--- src/rtl/mul_seq_driver.sv ---
// Initiator for the multiplier start/done handshake: one multiply per accepted
// operand pair, product returned on a valid/ready stream. Optional watchdog: MUL_SEQ_TIMEOUT_EN.
`ifndef BIT_WIDTH
`define BIT_WIDTH 32
`endif

module mul_seq_driver #(
    parameter int W       = `BIT_WIDTH,
    parameter int CNT_W   = 16,
    parameter int TIMEOUT = 64
) (
    input  logic             clk,
    input  logic             rst,
    input  logic             in_valid,
    output logic             in_ready,
    input  logic [W-1:0]     in_a,
    input  logic [W-1:0]     in_b,
    input  logic             in_last,
    output logic             mul_start,
    output logic [W-1:0]     mul_a,
    output logic [W-1:0]     mul_b,
    input  logic [2*W-1:0]   mul_c,
    input  logic             mul_done,
    output logic             out_valid,
    input  logic             out_ready,
    output logic [2*W-1:0]   out_c,
    output logic             out_last,
    output logic [CNT_W-1:0] beat_cnt,
    output logic             err
);

    typedef enum logic [2:0] {IDLE, ISSUE, WAIT, OUT, GAP} state_t;

    state_t           state_reg, state_next;
    logic             in_ready_reg, in_ready_next;
    logic             mul_start_reg, mul_start_next;
    logic [W-1:0]     mul_a_reg, mul_a_next;
    logic [W-1:0]     mul_b_reg, mul_b_next;
    logic             last_reg, last_next;
    logic             out_valid_reg, out_valid_next;
    logic [2*W-1:0]   out_c_reg, out_c_next;
    logic             out_last_reg, out_last_next;
    logic [CNT_W-1:0] beat_cnt_reg, beat_cnt_next;
    logic             timeout_hit;

`ifdef MUL_SEQ_TIMEOUT_EN
    localparam int TO_W = $clog2(TIMEOUT + 1);

    logic [TO_W-1:0] to_cnt_reg, to_cnt_next;
    logic            err_reg, err_next;

    // Counter sits at zero outside WAIT, so it restarts on every entry.
    always_comb begin
        to_cnt_next = '0;
        if (state_reg == WAIT) begin
            to_cnt_next = to_cnt_reg + TO_W'(1);
        end
    end

    assign timeout_hit = (state_reg == WAIT) && !mul_done &&
                         (to_cnt_reg == TO_W'(TIMEOUT - 1));
    assign err_next    = err_reg | timeout_hit;

    always_ff @(posedge clk or negedge rst) begin
        if (!rst) begin
            to_cnt_reg <= '0;
            err_reg    <= 1'b0;
        end else begin
            to_cnt_reg <= to_cnt_next;
            err_reg    <= err_next;
        end
    end

    assign err = err_reg;
`else
    logic unused_timeout;
    assign unused_timeout = (TIMEOUT > 0);
    assign timeout_hit    = 1'b0;
    assign err            = 1'b0;
`endif

    always_comb begin
        state_next    = state_reg;
        mul_a_next    = mul_a_reg;
        mul_b_next    = mul_b_reg;
        last_next     = last_reg;
        out_c_next    = out_c_reg;
        out_last_next = out_last_reg;
        beat_cnt_next = beat_cnt_reg;
        case (state_reg)
            IDLE: begin
                if (in_valid && in_ready_reg) begin
                    mul_a_next = in_a;
                    mul_b_next = in_b;
                    last_next  = in_last;
                    state_next = ISSUE;
                end
            end
            ISSUE: state_next = WAIT;
            WAIT: begin
                if (mul_done) begin
                    out_c_next    = mul_c;
                    out_last_next = last_reg;
                    state_next    = OUT;
                end else if (timeout_hit) begin
                    out_c_next    = '0;
                    out_last_next = last_reg;
                    state_next    = OUT;
                end
            end
            OUT: begin
                if (out_ready) begin
                    beat_cnt_next = out_last_reg ? '0 : beat_cnt_reg + CNT_W'(1);
                    state_next    = GAP;
                end
            end
            GAP:     state_next = IDLE;
            default: state_next = IDLE;
        endcase
        // Handshake flags are registered copies of the upcoming state.
        in_ready_next  = (state_next == IDLE);
        mul_start_next = (state_next == ISSUE);
        out_valid_next = (state_next == OUT);
    end

    always_ff @(posedge clk or negedge rst) begin
        if (!rst) begin
            state_reg     <= IDLE;
            in_ready_reg  <= 1'b0;
            mul_start_reg <= 1'b0;
            mul_a_reg     <= '0;
            mul_b_reg     <= '0;
            last_reg      <= 1'b0;
            out_valid_reg <= 1'b0;
            out_c_reg     <= '0;
            out_last_reg  <= 1'b0;
            beat_cnt_reg  <= '0;
        end else begin
            state_reg     <= state_next;
            in_ready_reg  <= in_ready_next;
            mul_start_reg <= mul_start_next;
            mul_a_reg     <= mul_a_next;
            mul_b_reg     <= mul_b_next;
            last_reg      <= last_next;
            out_valid_reg <= out_valid_next;
            out_c_reg     <= out_c_next;
            out_last_reg  <= out_last_next;
            beat_cnt_reg  <= beat_cnt_next;
        end
    end

    assign in_ready  = in_ready_reg;
    assign mul_start = mul_start_reg;
    assign mul_a     = mul_a_reg;
    assign mul_b     = mul_b_reg;
    assign out_valid = out_valid_reg;
    assign out_c     = out_c_reg;
    assign out_last  = out_last_reg;
    assign beat_cnt  = beat_cnt_reg;

endmodule
--- config.mk ---
export PLATFORM = sky130hd
export DESIGN_NAME = mul_seq_driver
export DESIGN_NICKNAME = d
export VERILOG_FILES = /design/src/rtl/mul_seq_driver.sv
export SDC_FILE = /design/constraint.sdc
export NUM_CORES = 1
export LEC_CHECK = 0
export CAP_MARGIN = 25
export CORE_AREA = 2 2 109 111
export DETAILED_ROUTE_END_ITERATION = 8
export DIE_AREA = 0 0 111 113
export DONT_BUFFER_PORTS = 1
export PLACE_DENSITY = 0.7
export SYNTH_ARGS = -nofsm -noshare
export SYNTH_HDL_FRONTEND = slang
export SYNTH_SLANG_ARGS = --single-unit
--- constraint.sdc ---
create_clock -name clk -period 1.78 [get_ports clk]
set_clock_uncertainty 0.15 [all_clocks]
set_input_delay 0.356 -clock clk [delete_from_list [all_inputs] [get_ports clk]]
set_output_delay 0.356 -clock clk [all_outputs]
set_load 0.005 [all_outputs]
==> results of run 1 <==
==> synthesized netlist by cell type, types with 2 or more instances <==
cell type / n / area share
a21o_1: 3 / 0.0038
a21oi_1: 9 / 0.0077
and3_1: 2 / 0.0021
buf_1: 4 / 0.0026
buf_2: 11 / 0.0094
clkbuf_1: 2 / 0.0013
dfrtp_1: 152 / 0.65
inv_1: 3 / 0.0019
mux2_2: 130 / 0.25
mux2i_1: 2 / 0.0034
nand2_1: 18 / 0.011
nand2b_1: 3 / 0.0032
nand3_1: 4 / 0.0034
nand4b_1: 2 / 0.0030
nor2_1: 10 / 0.0064
nor3_1: 5 / 0.0043
nor4_1: 2 / 0.0021
o21ai_0: 14 / 0.012
or3_1: 3 / 0.0032
or4_1: 2 / 0.0026
==> metrics by stage <==
stage	utilization	hold slack [ps]	area, um2	worst slack, ps
2_1_floorplan	-	-89.6	5910	-35.1
3_3_place_gp	0.554	-87.0	6250	-16.9
3_5_place_dp	0.554	-86.9	6250	-59.1
==> cell families after synthesis <==
| family | after synthesis | share of synthesized area |
|---|---|---|
| flip-flops | 152 | 0.646 |
| XOR/XNOR | 1 | 0.00149 |
| adder cells (fa/ha/maj) | 1 | 0.00213 |
| buffers and inverters | 21 | 0.0164 |
| multiplexers | 132 | 0.252 |
| other | 1 | 0.000637 |
| AO/OA/AOI/OAI | 28 | 0.0266 |
| AND/OR/NAND/NOR | 58 | 0.0544 |
==> flow_summary.json, run 1 <==
{
  "synth_edf_count": 0,
  "seq_area_frac_synth": 0.646,
  "async_flop_share": 1.00,
  "synth_ff_type": "dfrtp_1",
  "cts_resized": 4,
  "syn-mean-instance-area_um2": 14.9,
  "cts_hold_buf": 117,
  "dp_hpwl_mm": 9.16,
  "status": "stopped before the end",
  "initial_core_util": 0.522,
  "synth_cell_types": 33,
  "rows": 39,
  "error": "[ERROR RSZ-0060] Max buffer count reached.",
  "clockRootBuffer": "clkbuf_16",
  "clock_path_buffers": 2,
  "cts_setup_buffers": 1,
  "dp.cells": 546,
  "htree_levels": 4,
  "fp.dieH_um": 113,
  "numCtsBuffers": 17,
  "synth-seq-cells": 152,
  "cts.sinks": 152,
  "die_w_um": 111,
  "syn_nets": 529,
  "io_pins": 283,
  "port_buffers": 0,
  "postSynthCellCount": 394,
  "synth_warnings": 0,
  "stop_stage": "clock tree synthesis (4_1_cts)",
  "gp_congestion": 0.833,
  "syn_area_um2": 5890
}
==> run 2: changes to the inputs <==
--- a/config.mk
+++ b/config.mk
@@ -6,11 +6,10 @@
 export NUM_CORES = 1
 export LEC_CHECK = 0
 export CAP_MARGIN = 25
-export CORE_AREA = 2 2 109 111
+export CORE_UTILIZATION = 40
 export DETAILED_ROUTE_END_ITERATION = 8
-export DIE_AREA = 0 0 111 113
 export DONT_BUFFER_PORTS = 1
-export PLACE_DENSITY = 0.7
+export PLACE_DENSITY_LB_ADDON = 0.15
 export SYNTH_ARGS = -nofsm -noshare
 export SYNTH_HDL_FRONTEND = slang
 export SYNTH_SLANG_ARGS = --single-unit
==> constraint.sdc (replaced) <==
create_clock -name clk -period 2.3 [get_ports clk]
set_clock_uncertainty 0.15 [all_clocks]
set_input_delay 0.46 -clock clk [delete_from_list [all_inputs] [get_ports clk]]
set_output_delay 0.46 -clock clk [all_outputs]
set_load 0.005 [all_outputs]
==> run 2 against run 1 <==
Compared with the run above:
- the flow now finishes, with violations (negative hold slack)
- synthesized area unchanged
- synthesized cell count unchanged
==> flow_summary.json, run 2 <==
{
  "grt_pass1_wl_mm": 17.5,
  "r2r-start": "beat_cnt[3]$_DFFE_PN0P_",
  "synth-seq-cells": 152,
  "fp.dieH_um": 123,
  "wl_mm": 11.9,
  "synth_top_area_share": 0.646,
  "syn_area_um2": 5890,
  "n_antenna_cell": 0,
  "netlist_top_cells_area": "dfrtp_1 (65%), mux2_2 (25%), o21ai_0 (1.2%)",
  "status": "complete, but fails checks",
  "hold_slack_ps": -407,
  "cts.sinks": 152,
  "first_iter_violations": 160,
  "htree_levels": 4,
  "hp-class": "in -> async",
  "rsz0062_at_grt": "false",
  "min_period_ps": 2040,
  "ff2ff_setup_slack_ps": 260,
  "async_flop_share": 1.00,
  "seq_area_frac_synth": 0.646,
  "critPathCaptureType": "register",
  "core_area_um2": 14100,
  "vias_per_cell": 5.33,
  "muxShareOfSynthArea": 0.252,
  "drt_pre_antenna_iters": 4,
  "grt_pass1_vias": 3365,
  "antenna_found_initial": 0,
  "cts_setup_buffers": 0,
  "finalHoldViolCount": 152,
  "place_ws_ps": 290,
  "fin_crit_sh": 0.885,
  "drive_gt1_frac": 0.416,
  "synth_ff_type": "dfrtp_1",
  "port_buffers": 0,
  "numCtsBuffers": 17,
  "largest_register_ffs": 64,
  "synth.most_common_cell": "dfrtp_1",
  "synth_compound_area_frac": 0.0266,
  "vdd_ir_drop_max_mv": 0.570,
  "initial_core_util": 0.418,
  "synth_cell_types": 33,
  "grt_max_degree": 153,
  "syn_nets": 529,
  "post-route-drc-count": 0,
  "finalWorstSetupSlack_ps": 264,
  "arrival_ps": 2210,
  "clockRootBuffer": "clkbuf_16",
  "timing.rr.end": "beat_cnt[15]$_DFFE_PN0P_",
  "final.fill_count": 1237,
  "area_growth_pct": 13.5,
  "cts_resized": 0,
  "layout_common_cells": "dfrtp_1 (152), mux2_2 (130), nand2_1 (18)",
  "ant_nets": 0,
  "wl_per_cell_um": 20.1,
  "dieArea_um2": 15200,
  "synth_simple_gate_area_frac": 0.0544,
  "syn-mean-instance-area_um2": 14.9,
  "cp_max_fo": 8,
  "yosysTopAreaCell": "dfrtp_1",
  "synth_fa_ha_area_frac": 0.00213,
  "r2r_cells": 4,
  "synth_edf_count": 0,
  "powerDensity_nw_per_um2": 1450,
  "failed_checks": "negative hold slack",
  "start_kind": "register",
  "io_pins": 283,
  "gp_congestion": 0.750,
  "final_common_cell": "dfrtp_1",
  "grt_use_total": 0.156,
  "num_vias": 3159,
  "critical_path_class": "reg -> reg",
  "maxCapViolCount": 0,
  "required_ps": 2480,
  "synth_warnings": 0,
  "setup_tns_ps": 0,
  "synth_xor_area_frac": 0.00149,
  "die_w_um": 123,
  "leakagePower_nw": 2.85,
  "setup_viol": 0,
  "dp_hpwl_mm": 8.34,
  "grt-ovfl-total": 0,
  "fin_nets": 535,
  "clk_latency_ps": 410,
  "postSynthCellCount": 394,
  "rows": 43,
  "fmax_mhz": 491,
  "ys_top_cells_by_count": "dfrtp_1 (152), mux2_2 (130), nand2_1 (18), o21ai_0 (14), buf_2 (11)",
  "clock_path_buffers": 2,
  "maxSlewViolCount": 0,
  "clkTransAtPathRegs_ps": 60,
  "cts_tree": "yes",
  "synth_top_family_by_area": "multiplexers"
}
[run 2: cell counts after synthesis]
Identical to the previous run, type by type.
[run 2: layout make-up]
class	count	area, um2	share of cell area
Timing Repair Buffer	5	62.6	0.00937
Clock inverter	12	128	0.0191
Tap cell	180	225	0.0337
Sequential cell	152	3800	0.570
Inverter	3	11.3	0.00169
Clock buffer	20	447	0.0669
Multi-Input combinational cell	221	2000	0.300
[run 2: through the flow]
stage                     std cells  utilization  instance area (um2)  hold WS, ps  power [mW]
after floorplan                 394            -                 5890         14.4        6.48
after global placement          561        0.433                 6100         18.0        7.06
after detailed placement        561        0.433                 6100         17.7        7.13
after CTS                       593        0.474                 6680         -430        9.85
after global routing            593        0.474                 6680         -436        10.3
final                           593        0.474                 6680         -407        9.70
[run 2: metal layers]
metal,vias up,routed length (um),GRT usage
li1,1405,-,-
met1,1539,4350,0.175
met2,201,5960,0.254
met3,14,1440,0.0715
met4,0,197,0.0708
met5,-,0,0
[run 2: how the worst max path moves through the flow]
stage	start	to	slack, ps
6_report	beat_cnt[3]$_DFFE_PN0P_	beat_cnt[15]$_DFFE_PN0P_	260
5_1_grt	state_reg[2]$_DFF_PN0_	beat_cnt[12]$_DFFE_PN0P_	210
4_1_cts	beat_cnt[3]$_DFFE_PN0P_	beat_cnt[15]$_DFFE_PN0P_	270
3_5_place_dp	beat_cnt[3]$_DFFE_PN0P_	beat_cnt[15]$_DFFE_PN0P_	290
3_3_place_gp	state_reg[2]$_DFF_PN0_	beat_cnt[7]$_DFFE_PN0P_	320
2_1_floorplan	state_reg[2]$_DFF_PN0_	beat_cnt[15]$_DFFE_PN0P_	380
[run 2: logic make-up (layout without fill, tap and decap cells)]
| kind of cell | Yosys count | in the layout |
|---|---|---|
| flip-flops | 152 | 152 |
| buffers and inverters | 21 | 40 |
| adder cells (fa/ha/maj) | 1 | 1 |
| other | 1 | 1 |
| AO/OA/AOI/OAI | 28 | 28 |
| multiplexers | 132 | 132 |
| XOR/XNOR | 1 | 1 |
| AND/OR/NAND/NOR | 58 | 58 |
[run 2: critical path: stages, from the launching register on]
cell	delay, ps
dfrtp_1	510
nand4_4	190
or4_4	590
or3_1	360
a21oi_1	160
[run 2: report_power, final]
part | total (mW) | switching (mW) | internal (mW)
combinational | 2.00 | 0.722 | 1.28
sequential | 5.03 | 1.09 | 3.94
clock | 2.67 | 1.05 | 1.62
total | 9.70 | 2.86 | 6.84
Note: power is estimated with default switching activity, not from simulation.
